==> src/rtl/nla_div_pkg.sv <==
// Shared definitions for the sequential 2N/N unsigned divider.
// Provides:
//   DIV_N_DEFAULT  - default operand width N (divisor/quotient/remainder)
//   div_state_e    - FSM state encoding (IDLE, CALC, DONE)
//   div_special_e  - special-case classes; special_kind() resolves their
//                    priority (divide-by-zero first, then quotient overflow)
package nla_div_pkg;

  localparam int unsigned DIV_N_DEFAULT = 24;

  typedef enum logic [1:0] {
    ST_IDLE = 2'd0,
    ST_CALC = 2'd1,
    ST_DONE = 2'd2
  } div_state_e;

  typedef enum logic [1:0] {
    SP_NONE = 2'd0,
    SP_OVF  = 2'd1,
    SP_DZ   = 2'd2
  } div_special_e;

  // Divide-by-zero wins over overflow: with divisor 0 the overflow test
  // (high half >= divisor) is always true and must not mask dz.
  function automatic div_special_e special_kind(input logic is_dz,
                                                input logic is_ovf);
    if (is_dz) return SP_DZ;
    if (is_ovf) return SP_OVF;
    return SP_NONE;
  endfunction

endpackage

==> src/rtl/div_nr_step.sv <==
// One radix-2 non-restoring division iteration (pure combinational).
// Ports:
//   rem_i     - current signed partial remainder (N+1 bits)
//   quo_i     - shift register: remaining dividend bits (MSB next) with
//               quotient bits accumulating from the LSB side
//   divisor_i - unsigned divisor
//   rem_o     - next partial remainder
//   quo_o     - quo_i shifted left by one with the new quotient bit at bit 0
module div_nr_step
  import nla_div_pkg::*;
#(
  parameter int unsigned N = DIV_N_DEFAULT
) (
  input  logic signed [N:0]   rem_i,
  input  logic        [N-1:0] quo_i,
  input  logic        [N-1:0] divisor_i,
  output logic signed [N:0]   rem_o,
  output logic        [N-1:0] quo_o
);

  // 2R+bit spans [-2D, 2D) so needs one bit more than the remainder;
  // after the add/subtract the result is back in [-D, D).
  logic signed [N+1:0] shifted;
  logic signed [N+1:0] dvs_ext;
  logic signed [N+1:0] sum;
  logic                qbit;

  always_comb begin
    shifted = {rem_i, quo_i[N-1]};
    dvs_ext = {2'b00, divisor_i};
    sum     = rem_i[N] ? (shifted + dvs_ext) : (shifted - dvs_ext);
    rem_o   = sum[N:0];
    // Top two bits of sum are equal by the range argument above.
    qbit    = ~sum[N+1];
    quo_o   = quo_i << 1;
    quo_o[0] = qbit;
  end

endmodule

==> src/rtl/seq_divider48_24.sv <==
// Sequential unsigned divider: 2N-bit dividend / N-bit divisor, one
// quotient bit per cycle (radix-2 non-restoring), valid/ready handshakes.
// Ports:
//   clkn_i, rstn_i          - clock (rising edge), async active-low reset
//   in_valid_i/in_ready_o   - operand handshake; dividend_i, divisor_i
//   out_valid_o/out_ready_i - result handshake; quotient_o, remainder_o,
//                             dz_o (divide by zero), ovf_o (quotient overflow)
// Build option: define DIV_FAST_SPECIAL_EN to send dz/ovf operands straight
// to DONE (latency 1); otherwise they spend N CALC cycles like a normal op.
module seq_divider48_24
  import nla_div_pkg::*;
#(
  parameter int unsigned N = DIV_N_DEFAULT
) (
  input  logic           clkn_i,
  input  logic           rstn_i,
  input  logic           in_valid_i,
  output logic           in_ready_o,
  input  logic [2*N-1:0] dividend_i,
  input  logic [N-1:0]   divisor_i,
  output logic           out_valid_o,
  input  logic           out_ready_i,
  output logic [N-1:0]   quotient_o,
  output logic [N-1:0]   remainder_o,
  output logic           dz_o,
  output logic           ovf_o
);

  localparam int unsigned CW = $clog2(N + 1);

  div_state_e         state_q, state_d;
  div_special_e       kind_q, kind_d;
  logic signed [N:0]  rem_q, rem_d;
  logic [N-1:0]       quo_q, quo_d;
  logic [N-1:0]       dvs_q, dvs_d;
  logic [CW-1:0]      cnt_q, cnt_d;
  logic               rdy_q;

  logic signed [N:0]  step_rem;
  logic [N-1:0]       step_quo;
  logic signed [N:0]  rem_fix;
  logic               accept;
  logic               last;
  div_special_e       acc_kind;

  div_nr_step #(.N(N)) u_step (
    .rem_i     (rem_q),
    .quo_i     (quo_q),
    .divisor_i (dvs_q),
    .rem_o     (step_rem),
    .quo_o     (step_quo)
  );

  // rdy_q keeps in_ready_o low while in reset and rises on the first edge
  // after release, even though the FSM already sits in IDLE.
  assign in_ready_o  = (state_q == ST_IDLE) && rdy_q;
  assign out_valid_o = (state_q == ST_DONE);
  assign quotient_o  = out_valid_o ? quo_q : '0;
  assign remainder_o = out_valid_o ? rem_q[N-1:0] : '0;
  assign dz_o        = out_valid_o && (kind_q == SP_DZ);
  assign ovf_o       = out_valid_o && (kind_q == SP_OVF);

  assign accept   = in_valid_i && in_ready_o;
  assign last     = (cnt_q == CW'(N - 1));
  assign acc_kind = special_kind(divisor_i == '0,
                                 dividend_i[2*N-1:N] >= divisor_i);
  assign rem_fix  = step_rem[N] ? (step_rem + $signed({1'b0, dvs_q}))
                                : step_rem;

  always_comb begin
    state_d = state_q;
    kind_d  = kind_q;
    rem_d   = rem_q;
    quo_d   = quo_q;
    dvs_d   = dvs_q;
    cnt_d   = cnt_q;
    case (state_q)
      ST_IDLE: begin
        if (accept) begin
          kind_d  = acc_kind;
          dvs_d   = divisor_i;
          rem_d   = {1'b0, dividend_i[2*N-1:N]};
          quo_d   = dividend_i[N-1:0];
          cnt_d   = '0;
          state_d = ST_CALC;
`ifdef DIV_FAST_SPECIAL_EN
          if (acc_kind != SP_NONE) begin
            quo_d   = '1;
            rem_d   = (acc_kind == SP_DZ) ? {1'b0, dividend_i[N-1:0]} : '0;
            state_d = ST_DONE;
          end
`endif
        end
      end
      ST_CALC: begin
        cnt_d = cnt_q + CW'(1);
        // Special-case operands freeze the working registers so the
        // dividend low half is still in quo_q for the dz remainder.
        if (kind_q == SP_NONE) begin
          rem_d = last ? rem_fix : step_rem;
          quo_d = step_quo;
        end else if (last) begin
          quo_d = '1;
          rem_d = (kind_q == SP_DZ) ? {1'b0, quo_q} : '0;
        end
        if (last) state_d = ST_DONE;
      end
      ST_DONE: begin
        if (out_ready_i) state_d = ST_IDLE;
      end
      default: state_d = ST_IDLE;
    endcase
  end

  always_ff @(posedge clkn_i or negedge rstn_i) begin
    if (!rstn_i) begin
      state_q <= ST_IDLE;
      kind_q  <= SP_NONE;
      rem_q   <= '0;
      quo_q   <= '0;
      dvs_q   <= '0;
      cnt_q   <= '0;
      rdy_q   <= 1'b0;
    end else begin
      state_q <= state_d;
      kind_q  <= kind_d;
      rem_q   <= rem_d;
      quo_q   <= quo_d;
      dvs_q   <= dvs_d;
      cnt_q   <= cnt_d;
      rdy_q   <= 1'b1;
    end
  end

endmodule

==> config.mk <==
export PLATFORM = sky130hd
export DESIGN_NAME = seq_divider48_24
export DESIGN_NICKNAME = d
export VERILOG_FILES = /design/src/rtl/nla_div_pkg.sv /design/src/rtl/div_nr_step.sv /design/src/rtl/seq_divider48_24.sv
export SDC_FILE = /design/constraint.sdc
export NUM_CORES = 1
export LEC_CHECK = 0
export BUFFER_PORTS_ARGS = -buffer_cell sky130_fd_sc_hd__buf_4
export CAP_MARGIN = 20
export CORE_ASPECT_RATIO = 1.2
export CORE_MARGIN = 2
export CORE_UTILIZATION = 35
export DETAILED_ROUTE_END_ITERATION = 16
export GPL_ROUTABILITY_DRIVEN = 0
export GPL_TIMING_DRIVEN = 0
export SKIP_LAST_GASP = 1
export SYNTH_ARGS = -nofsm -noshare
export SYNTH_HDL_FRONTEND = slang
export SYNTH_SLANG_ARGS = --single-unit
==> constraint.sdc <==
create_clock -name clkn_i -period 9.5 [get_ports clkn_i]
set_input_delay 0.475 -clock clkn_i [delete_from_list [all_inputs] [get_ports clkn_i]]
set_output_delay 0.475 -clock clkn_i [all_outputs]
set_load 0.02 [all_outputs]
==> impl_results.rst, run 1 <==
.. list-table::
   :header-rows: 1

   * - Metric
     - Value
   * - Outcome
     - finished clean
   * - Most instantiated flip-flop cell in the synthesis netlist
     - sky130_fd_sc_hd__dfrtp_1
   * - Fin. max-slew vios
     - 0
   * - Post-CTS sizing
     - 0
   * - Antenna violations before repair
     - 0
   * - Actual slew at the worst max-slew pin
     - between 0.9 and 1 ns
   * - Final count of negative-setup-slack endpoints
     - 0
   * - Vias post-DR
     - between 8000 and 9000
   * - Number of top-level pins
     - between 100 and 150
   * - Achievable Freq
     - 156 MHz
   * - Yosys reg bits
     - slightly above 80
   * - Vias in the first global route
     - 7891
   * - PortBufs
     - 127
   * - Post-synthesis average cell area
     - 7.97 µm²
   * - Clock tree root buffer cell
     - sky130_fd_sc_hd__clkbuf_16
   * - Sum of negative setup slack
     - 0 ns
   * - Number of synthesized flops with an enable pin
     - 0
   * - Slew margin rel.
     - between 30% and 40%
   * - Deepest level of the CTS H-tree
     - 3
   * - Layout overhead on the synthesized area
     - 21.2%
   * - Setup repair after global routing missed its margin
     - false
   * - Aggregate routed wire length
     - around 30000 µm
   * - Total iterations of the first detailed-routing run
     - 5
   * - Share of final-layout standard cells stronger than drive strength 1
     - between 10 and 15%
   * - Yosys warns
     - 0
   * - Maximum number of pins on one net before global-route repair
     - 84
   * - Clock latency on the worst-skew pair
     - between 0.3 and 0.4 ns
   * - DRT iter0 DRCs
     - slightly below 600
   * - Post-detailed-placement half-perimeter wirelength
     - ~24000 µm
   * - Number of library cell types mapped by synthesis
     - between 60 and 70
   * - Num Clock Sinks
     - slightly above 80
   * - Final layout net count
     - 1281
   * - Synthesized Nets
     - roughly 1100
   * - Post-synthesis sequential area ratio
     - around a quarter
   * - Antenna Nets Post-Route
     - 0
   * - Wire length of the first global-routing pass
     - 45500 µm
   * - Crit path kind
     - flip-flop to flip-flop
   * - Floorplan die height
     - roughly 170 µm
   * - TritonCTS buffer count
     - 9
   * - Maximum fanout along the worst path
     - 6
   * - Arrival time worst endpoint
     - between 6 and 7 ns
   * - Final setup skew
     - approximately 0.0074 ns
   * - Routed wire length per instance
     - 21.3 µm
   * - CP Launch Type
     - flip-flop
   * - Average via count per standard cell
     - about 5.8
   * - Global-route total usage across every layer
     - 25.0%
   * - Die area
     - around 0.024 mm²
   * - Residual overflow from global routing
     - 0
   * - Post-route fraction of the period consumed by the critical path
     - 67.7%
   * - Maximum buffer depth of the clock tree
     - 2
   * - Row cnt
     - 60
   * - Area after DPL
     - a little over 0.009 mm²
   * - Total inserted antenna cells
     - 0
   * - Worst Setup End Kind
     - flip-flop
   * - Layout Cell Area excl Fill
     - approximately 0.0095 mm²
   * - Clock tree from TritonCTS
     - yes
   * - Post-synth ARST share
     - between 90% and 100%
   * - Required @ worst endpoint
     - between 9 and 10 ns
   * - Min-delay worst type
     - input port to flip-flop
   * - DRC violation count after routing
     - 0
   * - CTS clock-pin slew for the worst setup and hold paths
     - 0.07 ns
   * - Core region area
     - between 0.02 and 0.025 mm²
   * - Width of the chip
     - roughly 140 µm
   * - Effective utilization at floorplan
     - between 30% and 40%
   * - Max cap viols
     - 0
   * - Post-route minimum period
     - approximately 6.4 ns
   * - Final-report hold violation count
     - 0
   * - Synth Instances
     - between 900 and 1000
   * - Netlist Area Pre-Place
     - between 0.007 and 0.008 mm²
==> through the flow <==
stage	utilization (%)	hold slack (ns)	cells	worst slack (ns)
global placement	41.1	0.497	1389	3.23
floorplan	-	0.179	983	4.60
global route	42.8	0.338	1407	2.71
CTS	42.6	0.338	1405	3.17
finish	42.8	0.336	1407	3.07
detailed placement	41.1	0.512	1389	3.24
==> flip-flops by register name (all words and copies together) (netlist names) <==
name	cells
state_q	2
rem_q	25
dvs_q	24
rdy_q	1
cnt_q	5
quo_q	24
kind_q	2
==> worst paths after layout <==
| kind | slack (ns) | cells after the start | to | startpoint |
|---|---|---|---|---|
| setup / recovery | 3.07 | 22 | rem_q[23]$_DFFE_PN0P_ | dvs_q[2]$_DFFE_PN0P_ |
| hold / removal | 0.34 | 2 | state_q[1]$_DFFE_PN0P_ | out_ready_i |
| setup reg to reg | 3.07 | 22 | rem_q[23]$_DFFE_PN0P_ | dvs_q[2]$_DFFE_PN0P_ |
| hold reg to reg | 0.53 | 1 | cnt_q[3]$_DFFE_PN0P_ | cnt_q[3]$_DFFE_PN0P_ |
| max in group asynchronous | 8.36 | 3 | rem_q[9]$_DFFE_PN0P_ | rstn_i |
| min in group asynchronous | 0.52 | 2 | dvs_q[17]$_DFFE_PN0P_ | rstn_i |
==> synth_stat cells, types with 3 or more instances <==
cell type	number	share of area (%)
sky130_fd_sc_hd__nor2b_1	11	0.88
sky130_fd_sc_hd__inv_1	44	2.1
sky130_fd_sc_hd__o31a_1	3	0.34
sky130_fd_sc_hd__nor2_1	73	3.5
sky130_fd_sc_hd__a221oi_1	5	0.56
sky130_fd_sc_hd__o21ai_1	4	0.26
sky130_fd_sc_hd__mux2i_1	9	1.1
sky130_fd_sc_hd__o31ai_1	7	0.67
sky130_fd_sc_hd__nor3b_1	3	0.29
sky130_fd_sc_hd__a21o_1	27	2.6
sky130_fd_sc_hd__a211o_1	7	0.78
sky130_fd_sc_hd__clkbuf_1	40	1.9
sky130_fd_sc_hd__a2111oi_0	3	0.34
sky130_fd_sc_hd__xor2_1	36	4.0
sky130_fd_sc_hd__nand3_1	17	1.1
sky130_fd_sc_hd__o21bai_1	6	0.57
sky130_fd_sc_hd__o211ai_1	4	0.38
sky130_fd_sc_hd__nand4_1	12	0.96
sky130_fd_sc_hd__a211oi_1	8	0.77
sky130_fd_sc_hd__or3_1	5	0.40
sky130_fd_sc_hd__buf_2	3	0.19
sky130_fd_sc_hd__o21a_1	7	0.67
sky130_fd_sc_hd__nand2_1	93	4.5
sky130_fd_sc_hd__xnor2_1	28	3.1
sky130_fd_sc_hd__a21boi_0	3	0.29
sky130_fd_sc_hd__nand2b_1	7	0.56
sky130_fd_sc_hd__o21ai_0	98	6.3
sky130_fd_sc_hd__ha_1	80	13
sky130_fd_sc_hd__a21oi_2	3	0.34
sky130_fd_sc_hd__nor4_1	12	0.96
sky130_fd_sc_hd__a221o_1	6	0.77
sky130_fd_sc_hd__and2_1	50	4.0
sky130_fd_sc_hd__nor3_1	12	0.77
sky130_fd_sc_hd__o22ai_1	28	2.2
sky130_fd_sc_hd__dfrtp_1	83	26
sky130_fd_sc_hd__a21oi_1	79	5.0
sky130_fd_sc_hd__o221ai_1	3	0.34
sky130_fd_sc_hd__a31oi_1	16	1.3
sky130_fd_sc_hd__and3_1	12	0.96
==> worst max-delay path, cell delays in order (launching register included) <==
cell and delay, ns:
sky130_fd_sc_hd__dfrtp_1 0.44, sky130_fd_sc_hd__nor2_1 0.17, sky130_fd_sc_hd__nor4b_1 0.78, sky130_fd_sc_hd__nor3b_1 0.62, sky130_fd_sc_hd__a21oi_1 0.17, sky130_fd_sc_hd__xor2_1 0.18, sky130_fd_sc_hd__ha_1 0.39, sky130_fd_sc_hd__and4_1 0.25
sky130_fd_sc_hd__nand3_1 0.12, sky130_fd_sc_hd__a211o_1 0.40, sky130_fd_sc_hd__nor2b_1 0.20, sky130_fd_sc_hd__o21ai_0 0.21, sky130_fd_sc_hd__xor2_1 0.33, sky130_fd_sc_hd__ha_1 0.34, sky130_fd_sc_hd__a21o_1 0.21, sky130_fd_sc_hd__a21o_1 0.17
sky130_fd_sc_hd__a21oi_1 0.20, sky130_fd_sc_hd__nand2_1 0.07, sky130_fd_sc_hd__o21ai_0 0.35, sky130_fd_sc_hd__o21ai_0 0.21, sky130_fd_sc_hd__a21oi_1 0.23, sky130_fd_sc_hd__xor2_1 0.09, sky130_fd_sc_hd__o31ai_1 0.20
==> cell families (layout without fill, tap and decap cells) <==
| group | after synthesis | count (layout) | share of synthesized area (%) |
|---|---|---|---|
| adders and majority gates | 82 | 82 | 13.3 |
| muxes | 12 | 12 | 1.63 |
| and+or+nand+nor | 321 | 321 | 20.4 |
| other | 1 | 1 | 0.0478 |
| DFF | 83 | 83 | 26.5 |
| xor gates and xnor gates | 64 | 64 | 7.15 |
| AOI/OAI and AO/OA | 331 | 331 | 26.3 |
| buffers and inverters | 89 | 234 | 4.66 |
==> metal layers <==
metal | vias up | part of all wire [%] | global-route usage (%)
met4 | 0 | 4.8 | 10.5
met1 | 3898 | 42 | 32.4
met5 | - | 0 | 0
met2 | 366 | 46 | 41.8
met3 | 83 | 6.7 | 3.44
li1 | 3844 | - | -
==> final cells by class <==
class | count | area, µm²
buffer | 45 | 200
timing repair buffer | 129 | 991
multi-input combinational | 811 | 5400
clock inverter | 7 | 100
sequential | 83 | 2080
clock buffer | 9 | 225
fill | 2289 | 12700
tap | 279 | 349
inverter | 44 | 165
==> timing repair <==
item	in CTS	in global routing
buffers inserted	0	0
hold buffers	0	1
endpoints found under the hold margin	0	12
==> placed cells by master (no fill, tap or decap), drive strengths merged, types with 6 or more instances in the layout <==
master  count
o22ai      28
ha         80
a31oi      16
nand2      93
mux2i       9
nor2b      11
o21ai     102
xnor2      28
and3       12
nor4       12
inv        46
a211o       7
nand4      12
dfrtp      83
nand3      17
clkbuf     49
o21a        7
o21bai      6
xor2       36
o31ai       7
nor3       12
and2       52
nand2b      7
a221o       6
nor2       73
buf       133
a21o       27
a21oi      82
a211oi      8
Power of run 1 is left out: the tool's default activity adds up to more than one toggle a clock period on the data nets, which glitch-free logic cannot reach.
==> run 2: changes to the inputs <==
ABC_AREA = 1   (was unset)
clock period = 6.6 ns   (was 9.5 ns; I/O delays follow)
==> impl_results.rst, run 2 <==
.. list-table::
   :header-rows: 1

   * - Metric
     - Value
   * - Post-route minimum period
     - 5.57 ns (was 6.43 ns)
   * - Maximum buffer depth of the clock tree
     - 2 (unchanged)
   * - TritonCTS buffer count
     - 9 (unchanged)
   * - Required @ worst endpoint
     - 6.84 ns (was 9.75 ns)
   * - Residual overflow from global routing
     - 0 (unchanged)
   * - Clock tree root buffer cell
     - sky130_fd_sc_hd__clkbuf_16 (unchanged)
   * - Effective utilization at floorplan
     - 35.2% (was 35.3%)
   * - Outcome
     - finished clean (unchanged)
   * - Leading area contributor after synthesis
     - sky130_fd_sc_hd__dfrtp_1 (unchanged)
   * - Reg with most FFs
     - rem_q (unchanged)
   * - Reg2reg setup slack
     - 1.03 ns (was 3.07 ns)
   * - Most frequent cells after synthesis
     - 361 x sky130_fd_sc_hd__nand2_1, 229 x sky130_fd_sc_hd__inv_1, 170 x sky130_fd_sc_hd__nor2_1 (was 98 x sky130_fd_sc_hd__o21ai_0, 93 x sky130_fd_sc_hd__nand2_1, 83 x sky130_fd_sc_hd__dfrtp_1)
   * - Yosys warns
     - 0 (unchanged)
   * - DRC violation count after routing
     - 0 (unchanged)
   * - Layout overhead on the synthesized area
     - 19.3% (was 21.2%)
   * - Actual slew at the worst max-slew pin
     - 1.17 ns (was 0.992 ns)
   * - Min-delay worst type
     - input port to flip-flop (unchanged)
   * - Die area
     - 0.0268 mm² (was 0.0236 mm²)
   * - Most repeated library cell on the critical path
     - sky130_fd_sc_hd__nand2_1
   * - Synthesized Nets
     - 1574 (was 1141)
   * - Maximum number of pins on one net before global-route repair
     - 84 (unchanged)
   * - Netlist Area Pre-Place
     - 0.00892 mm² (was 0.00784 mm²)
   * - CTS clock-pin slew for the worst setup and hold paths
     - 0.06 ns (was 0.07 ns)
   * - Post-route fraction of the period consumed by the critical path
     - 84.4% (was 67.7%)
   * - Final-report hold violation count
     - 0 (unchanged)
   * - Vias post-DR
     - 9789 (was 8191)
   * - CP max-delay cell
     - sky130_fd_sc_hd__nor3b_1 (was sky130_fd_sc_hd__nor4b_1)
   * - Final-layout worst hold slack
     - 0.179 ns (was 0.336 ns)
   * - Post-CTS setup buffers
     - 0 (unchanged)
   * - Number of top-level pins
     - 128 (unchanged)
   * - Fin. max-slew vios
     - 0 (unchanged)
   * - Routed wire length per instance
     - 17.8 µm (was 21.3 µm)
   * - Width of the chip
     - 150 µm (was 141 µm)
   * - Floorplan die height
     - 179 µm (was 168 µm)
   * - Antenna Nets Post-Route
     - 0 (unchanged)
   * - Most frequently used cell type in the post-synthesis netlist
     - sky130_fd_sc_hd__nand2_1 (was sky130_fd_sc_hd__o21ai_0)
   * - Max cap viols
     - 0 (unchanged)
   * - Commonest non-fill, non-tap cells in the layout
     - 361 x sky130_fd_sc_hd__nand2_1, 229 x sky130_fd_sc_hd__inv_1, 170 x sky130_fd_sc_hd__nor2_1 (was 127 x sky130_fd_sc_hd__buf_4, 98 x sky130_fd_sc_hd__o21ai_0, 93 x sky130_fd_sc_hd__nand2_1)
   * - Post-synth ARST share
     - 100% (unchanged)
   * - Layout Cell Area excl Fill
     - 0.0106 mm² (was 0.00950 mm²)
   * - Wire length of the first global-routing pass
     - 52000 µm (was 45500 µm)
   * - Post-synthesis sequential area ratio
     - 23.3% (was 26.5%)
   * - Global-route total usage across every layer
     - 25.5% (was 25.0%)
   * - Slew margin rel.
     - 21.9% (was 33.4%)
   * - CP Launch Type
     - flip-flop (unchanged)
   * - Clock latency on the worst-skew pair
     - 0.35 ns (about the same)
   * - Number of library cell types mapped by synthesis
     - 47 (was 68)
   * - Vias in the first global route
     - 9715 (was 7891)
   * - Top cells by area, synth
     - sky130_fd_sc_hd__dfrtp_1 23%, sky130_fd_sc_hd__nand2_1 15%, sky130_fd_sc_hd__ha_1 11% (was sky130_fd_sc_hd__dfrtp_1 26%, sky130_fd_sc_hd__ha_1 13%, sky130_fd_sc_hd__o21ai_0 6.3%)
   * - Arrival time worst endpoint
     - 5.81 ns (was 6.68 ns)
   * - Most instantiated flip-flop cell in the synthesis netlist
     - sky130_fd_sc_hd__dfrtp_1 (unchanged)
   * - Antenna violations before repair
     - 0 (unchanged)
   * - Hold path depth
     - 2 (unchanged)
   * - Final count of negative-setup-slack endpoints
     - 0 (unchanged)
   * - Number of synthesized flops with an enable pin
     - 0 (unchanged)
   * - Maximum single-stage delay on the critical path
     - 0.58 ns (was 0.78 ns)
   * - Share of final-layout standard cells stronger than drive strength 1
     - 11.8% (was 14.5%)
   * - Num Clock Sinks
     - 83 (unchanged)
   * - Largest registers
     - rem_q: 25 flops, dvs_q: 24 flops, quo_q: 24 flops (unchanged)
   * - Proportion of netlist area held by the largest area contributor
     - 23.3% (was 26.5%)
   * - Max FFs per register
     - 25 (unchanged)
   * - Area after DPL
     - 0.0103 mm² (was 0.00914 mm²)
   * - Average via count per standard cell
     - 5.17 (was 5.82)
   * - FF-to-FF path depth
     - 29 (was 22)
   * - Final setup skew
     - 0.00815 ns (was 0.00744 ns)
   * - Total iterations of the first detailed-routing run
     - 7 (was 5)
   * - Crit path kind
     - flip-flop to flip-flop (unchanged)
   * - Sum of negative setup slack
     - 0 ns (unchanged)
   * - Achievable Freq
     - 179 MHz (was 156 MHz)
   * - Core region area
     - 0.0253 mm² (was 0.0222 mm²)
   * - Final layout net count
     - 1714 (was 1281)
   * - PortBufs
     - 127 (unchanged)
   * - Yosys reg bits
     - 83 (unchanged)
   * - Post-CTS sizing
     - 0 (unchanged)
   * - DRT iter0 DRCs
     - 510 (was 581)
   * - Synth Instances
     - 1416 (was 983)
   * - Aggregate routed wire length
     - 33700 µm (was 30000 µm)
   * - Setup repair after global routing missed its margin
     - false (unchanged)
   * - Deepest level of the CTS H-tree
     - 3 (unchanged)
   * - Row cnt
     - 64 (was 60)
   * - Post-detailed-placement half-perimeter wirelength
     - 28400 µm (was 23800 µm)
   * - Post-synthesis average cell area
     - 6.30 µm² (was 7.97 µm²)
   * - Maximum fanout along the worst path
     - 6 (unchanged)
   * - Clock tree from TritonCTS
     - yes (unchanged)
   * - Worst Setup End Kind
     - flip-flop (unchanged)
   * - Most common cell after layout, fill and taps aside
     - sky130_fd_sc_hd__nand2_1 (was sky130_fd_sc_hd__buf_4)
-- run 2: cell types whose count changed after synthesis, moves of 12 or more --
cell,previous run,this run
sky130_fd_sc_hd__a21o_1,27,1
sky130_fd_sc_hd__a31oi_1,16,3
sky130_fd_sc_hd__and2_1,50,3
sky130_fd_sc_hd__and3_1,12,0
sky130_fd_sc_hd__inv_1,44,229
sky130_fd_sc_hd__nand2_1,93,361
sky130_fd_sc_hd__nand3_1,17,75
sky130_fd_sc_hd__nand4_1,12,35
sky130_fd_sc_hd__nor2_1,73,170
sky130_fd_sc_hd__o221ai_1,3,24
sky130_fd_sc_hd__o22ai_1,28,2
-- run 2: timing repair --
action / CTS / global route
endpoints found under the setup margin: 0 / 0
hold buffers: 0 / 1
hold endpoints to repair: 0 / 28
-- run 2: final timing paths --
| check | from | endpoint |
|---|---|---|
| worst min-delay path | out_ready_i | state_q[1]$_DFFE_PN0P_ |
| worst max-delay path | dvs_q[1]$_DFFE_PN0P_ | rem_q[19]$_DFFE_PN0P_ |
| worst max register to register | dvs_q[1]$_DFFE_PN0P_ | rem_q[19]$_DFFE_PN0P_ |
| min in group asynchronous | rstn_i | quo_q[4]$_DFFE_PN0P_ |
| max in group asynchronous | rstn_i | dvs_q[16]$_DFFE_PN0P_ |
| worst min register to register | cnt_q[0]$_DFFE_PN0P_ | cnt_q[0]$_DFFE_PN0P_ |
-- run 2: stage by stage --
step,worst slack [ns],utilization [%],cells
after global placement,1.34,40.6,1873
after floorplan,2.45,-,1416
final,1.03,42.0,1892
after CTS,1.22,41.9,1889
after global routing,0.682,42.0,1891
after detailed placement,1.26,40.6,1873
-- run 2: final cells by class --
class,instances,area [µm²]
fill,2815,14700
multi-input combinational,1060,5790
sequential,83,2080
timing repair buffer,129,991
inverter,234,878
tap,330,413
clock buffer,10,229
buffer,39,171
clock inverter,6,88.8
antenna,1,2.50
-- run 2: kinds of logic after synthesis --
kind of cell,after synthesis,synth area share [%]
AO/OA/AOI/OAI,235,15.3
XOR/XNOR,51,5.01
adder cells (fa/ha/maj),82,11.7
buffers and inverters,273,11.8
flip-flops,83,23.3
other,1,0.0421
AND/OR/NAND/NOR,691,32.9
-- run 2: critical path, delay by kind of cell (launching register included) --
kind                       cells  cell delay [ns]
adders and majority gates      3             0.92
DFF                            1             0.46
and+or+nand+nor               22             3.48
AOI/OAI and AO/OA              1             0.29
buffers and inverters          2             0.20
xor gates and xnor gates       1             0.11
-- run 2: routing by layer --
metal | track usage [%] | part of all wire, %
met5 | 0 | 0
met4 | 11.2 | 4.1
met1 | 29.2 | 40
met2 | 47.4 | 51
met3 | 3.18 | 5.4
Power of run 2 is left out for the same reason.
==> run 3: changes to the inputs <==
ABC_AREA = 0   (was 1)
clock period = 4.68 ns   (was 6.6 ns; I/O delays follow)
==> impl_results.rst, run 3 (synthesized netlist as in run 1, its figures left out) <==
.. list-table::
   :header-rows: 1

   * - Metric
     - Value
   * - Critical path startpoint
     - dvs_q[7]$_DFFE_PN0P_ (was dvs_q[1]$_DFFE_PN0P_)
   * - Maximum fanout along the worst path
     - 3 (was 6)
   * - Setup slack of the critical path after layout
     - -0.190 ns (was 1.03 ns)
   * - Outcome
     - finished with violations (was finished clean)
   * - Total inserted antenna cells
     - 0 (was 1)
   * - Sum of negative setup slack
     - -0.980 ns (was 0 ns)
   * - Antenna violations before repair
     - 0 (unchanged)
   * - Number of top-level pins
     - 128 (unchanged)
   * - Min-delay worst type
     - input port to flip-flop (unchanged)
   * - Achievable Freq
     - 205 MHz (was 179 MHz)
   * - Post-detailed-placement half-perimeter wirelength
     - 23900 µm (was 28400 µm)
   * - Layout overhead on the synthesized area
     - 38.3% (was 19.3%)
   * - DRT iter0 DRCs
     - 673 (was 510)
   * - Share of final-layout standard cells stronger than drive strength 1
     - 28.4% (was 11.8%)
   * - Clock tree root buffer cell
     - sky130_fd_sc_hd__clkbuf_16 (unchanged)
   * - Effective utilization at floorplan
     - 35.3% (was 35.2%)
   * - RR Endpoint
     - rem_q[23]$_DFFE_PN0P_ (was rem_q[19]$_DFFE_PN0P_)
   * - Final setup skew
     - 0.0130 ns (was 0.00815 ns)
   * - Slew margin rel.
     - 34.7% (was 21.9%)
   * - Floorplan die height
     - 168 µm (was 179 µm)
   * - Hold Startpoint
     - out_ready_i (unchanged)
   * - Final layout net count
     - 1350 (was 1714)
   * - Arrival time worst endpoint
     - 5.12 ns (was 5.81 ns)
   * - CTS clock-pin slew for the worst setup and hold paths
     - 0.08 ns (was 0.06 ns)
   * - Post-route minimum period
     - 4.87 ns (was 5.57 ns)
   * - Die area
     - 0.0236 mm² (was 0.0268 mm²)
   * - FF-to-FF path depth
     - 22 (was 29)
   * - CP Launch Type
     - flip-flop (unchanged)
   * - Total iterations of the first detailed-routing run
     - 6 (was 7)
   * - Actual slew at the worst max-slew pin
     - 0.972 ns (was 1.17 ns)
   * - Aggregate routed wire length
     - 31800 µm (was 33700 µm)
   * - Violations in the final reports
     - negative setup slack
   * - DRC violation count after routing
     - 0 (unchanged)
   * - Final count of negative-setup-slack endpoints
     - 9 (was 0)
   * - Width of the chip
     - 141 µm (was 150 µm)
   * - CP bufs+invs
     - 1 (was 2)
   * - Antenna Nets Post-Route
     - 0 (unchanged)
   * - Maximum single-stage delay on the critical path
     - 0.58 ns (about the same)
   * - PortBufs
     - 127 (unchanged)
   * - Setup repair after global routing missed its margin
     - true (was false)
   * - Clock tree from TritonCTS
     - yes (unchanged)
   * - Largest registers
     - rem_q: 25 flops, dvs_q: 24 flops, quo_q: 24 flops (unchanged)
   * - Most repeated library cell on the critical path
     - sky130_fd_sc_hd__a21oi_2 (was sky130_fd_sc_hd__nand2_1)
   * - Average via count per standard cell
     - 5.76 (was 5.17)
   * - Total number of cells along the worst setup path
     - 22 (was 29)
   * - Maximum number of pins on one net before global-route repair
     - 84 (unchanged)
   * - Residual overflow from global routing
     - 0 (unchanged)
   * - Final-report hold violation count
     - 0 (unchanged)
   * - Wire length of the first global-routing pass
     - 47500 µm (was 52000 µm)
   * - Reg2reg setup slack
     - -0.19 ns (was 1.03 ns)
   * - CP max-delay cell
     - sky130_fd_sc_hd__or4_4 (was sky130_fd_sc_hd__nor3b_1)
   * - Row cnt
     - 60 (was 64)
   * - Post-route fraction of the period consumed by the critical path
     - 104% (was 84.4%)
   * - Routed wire length per instance
     - 21.5 µm (was 17.8 µm)
   * - Crit path kind
     - flip-flop to flip-flop (unchanged)
   * - Critical path destination
     - rem_q[23]$_DFFE_PN0P_ (was rem_q[19]$_DFFE_PN0P_)
   * - Maximum buffer depth of the clock tree
     - 2 (unchanged)
   * - Commonest non-fill, non-tap cells in the layout
     - 193 x sky130_fd_sc_hd__buf_4, 91 x sky130_fd_sc_hd__nand2_1, 86 x sky130_fd_sc_hd__o21ai_0 (was 361 x sky130_fd_sc_hd__nand2_1, 229 x sky130_fd_sc_hd__inv_1, 170 x sky130_fd_sc_hd__nor2_1)
   * - Core region area
     - 0.0222 mm² (was 0.0253 mm²)
   * - Global-route total usage across every layer
     - 26.0% (was 25.5%)
   * - Max cap viols
     - 0 (unchanged)
   * - Worst Setup End Kind
     - flip-flop (unchanged)
   * - Fin. max-slew vios
     - 0 (unchanged)
   * - Num Clock Sinks
     - 83 (unchanged)
   * - Vias in the first global route
     - 8292 (was 9715)
   * - Cell family contributing the most delay on the critical path
     - simple AND/OR/NAND/NOR gates (unchanged)
   * - Critical R2R Launch
     - dvs_q[7]$_DFFE_PN0P_ (was dvs_q[1]$_DFFE_PN0P_)
   * - TritonCTS buffer count
     - 9 (unchanged)
   * - Required @ worst endpoint
     - 4.93 ns (was 6.84 ns)
   * - Most common cell after layout, fill and taps aside
     - sky130_fd_sc_hd__buf_4 (was sky130_fd_sc_hd__nand2_1)
   * - Clock latency on the worst-skew pair
     - 0.35 ns (about the same)
   * - Cell-by-cell listing of the critical path
     - or4_4, nor3_4, a21oi_2, xor2_2, buf_4, ha_1, a21oi_2, a21boi_4, nor4b_4, a21oi_2, o21a_1, nor2_2, xnor2_2, ha_1, and2_1, nand3_1, o21ai_1, o21ai_2, o21ai_1, a21oi_2, xor2_1, o31ai_1
   * - Reg with most FFs
     - rem_q (unchanged)
   * - Max FFs per register
     - 25 (unchanged)
   * - Vias post-DR
     - 8500 (was 9789)
   * - Deepest level of the CTS H-tree
     - 3 (unchanged)
## run 3: cell types whose count changed in the layout (fill, tap and decap cells not counted), moves of 21 or more
cell and change:
sky130_fd_sc_hd__nand2_1 -270, sky130_fd_sc_hd__inv_1 -187, sky130_fd_sc_hd__nor2_1 -101, sky130_fd_sc_hd__buf_4 +65, sky130_fd_sc_hd__nand3_1 -62, sky130_fd_sc_hd__and2_1 +47, sky130_fd_sc_hd__o22ai_1 +26, sky130_fd_sc_hd__a21o_1 +25
sky130_fd_sc_hd__nand4_1 -23, sky130_fd_sc_hd__o221ai_1 -21
## run 3: worst min path at each step
| stage | to | depth (start not counted) | slack [ns] |
|---|---|---|---|
| 6_report | state_q[1]$_DFFE_PN0P_ | 2 | 0.07 |
| 4_1_cts | state_q[1]$_DFFE_PN0P_ | 2 | 0.08 |
| 2_1_floorplan | cnt_q[0]$_DFFE_PN0P_ | 0 | -0.06 |
| 3_5_place_dp | state_q[1]$_DFFE_PN0P_ | 2 | 0.45 |
| 3_3_place_gp | state_q[1]$_DFFE_PN0P_ | 2 | 0.44 |
| 5_1_grt | state_q[1]$_DFFE_PN0P_ | 2 | 0.07 |
## run 3: final cells by class
cell class / instances / area [µm²]
Fill cell: 2168 / 11400
Multi-Input combinational cell: 811 / 6130
Sequential cell: 83 / 2090
Timing Repair Buffer: 201 / 1580
Tap cell: 279 / 349
Clock buffer: 9 / 225
Buffer: 42 / 205
Inverter: 44 / 165
Clock inverter: 7 / 103
## run 3: metal layers
layer | global-route usage, % | wire [µm] | vias up
met2 | 45.0 | 15300 | 366
met3 | 3.44 | 2150 | 81
li1 | - | - | 3991
met5 | 0 | 0 | -
met4 | 10.1 | 1380 | 0
met1 | 32.8 | 13000 | 4062
## run 3: per-stage QoR
stage	instance area [µm²]	hold slack (ns)	util [%]	cells	worst slack, ns
floorplan	7860	-0.0616	-	983	0.0148
global placement	9160	0.439	41.2	1389	-1.17
detailed placement	9160	0.446	41.2	1389	-1.16
CTS	10100	0.0808	45.6	1445	-0.0688
global route	10800	0.0698	48.8	1476	-0.430
finish	10800	0.0735	48.8	1476	-0.190
## run 3: what timing repair did
| item | CTS | global route |
|---|---|---|
| setup buffers | 43 | 29 |
| hold buffers | 0 | 1 |
| resized for setup | 80 | 83 |
| pin swaps | 38 | 64 |
| endpoints found under the hold margin | 0 | 21 |
| endpoints found under the setup margin | 25 | 24 |
Power of run 3 is left out for the same reason.
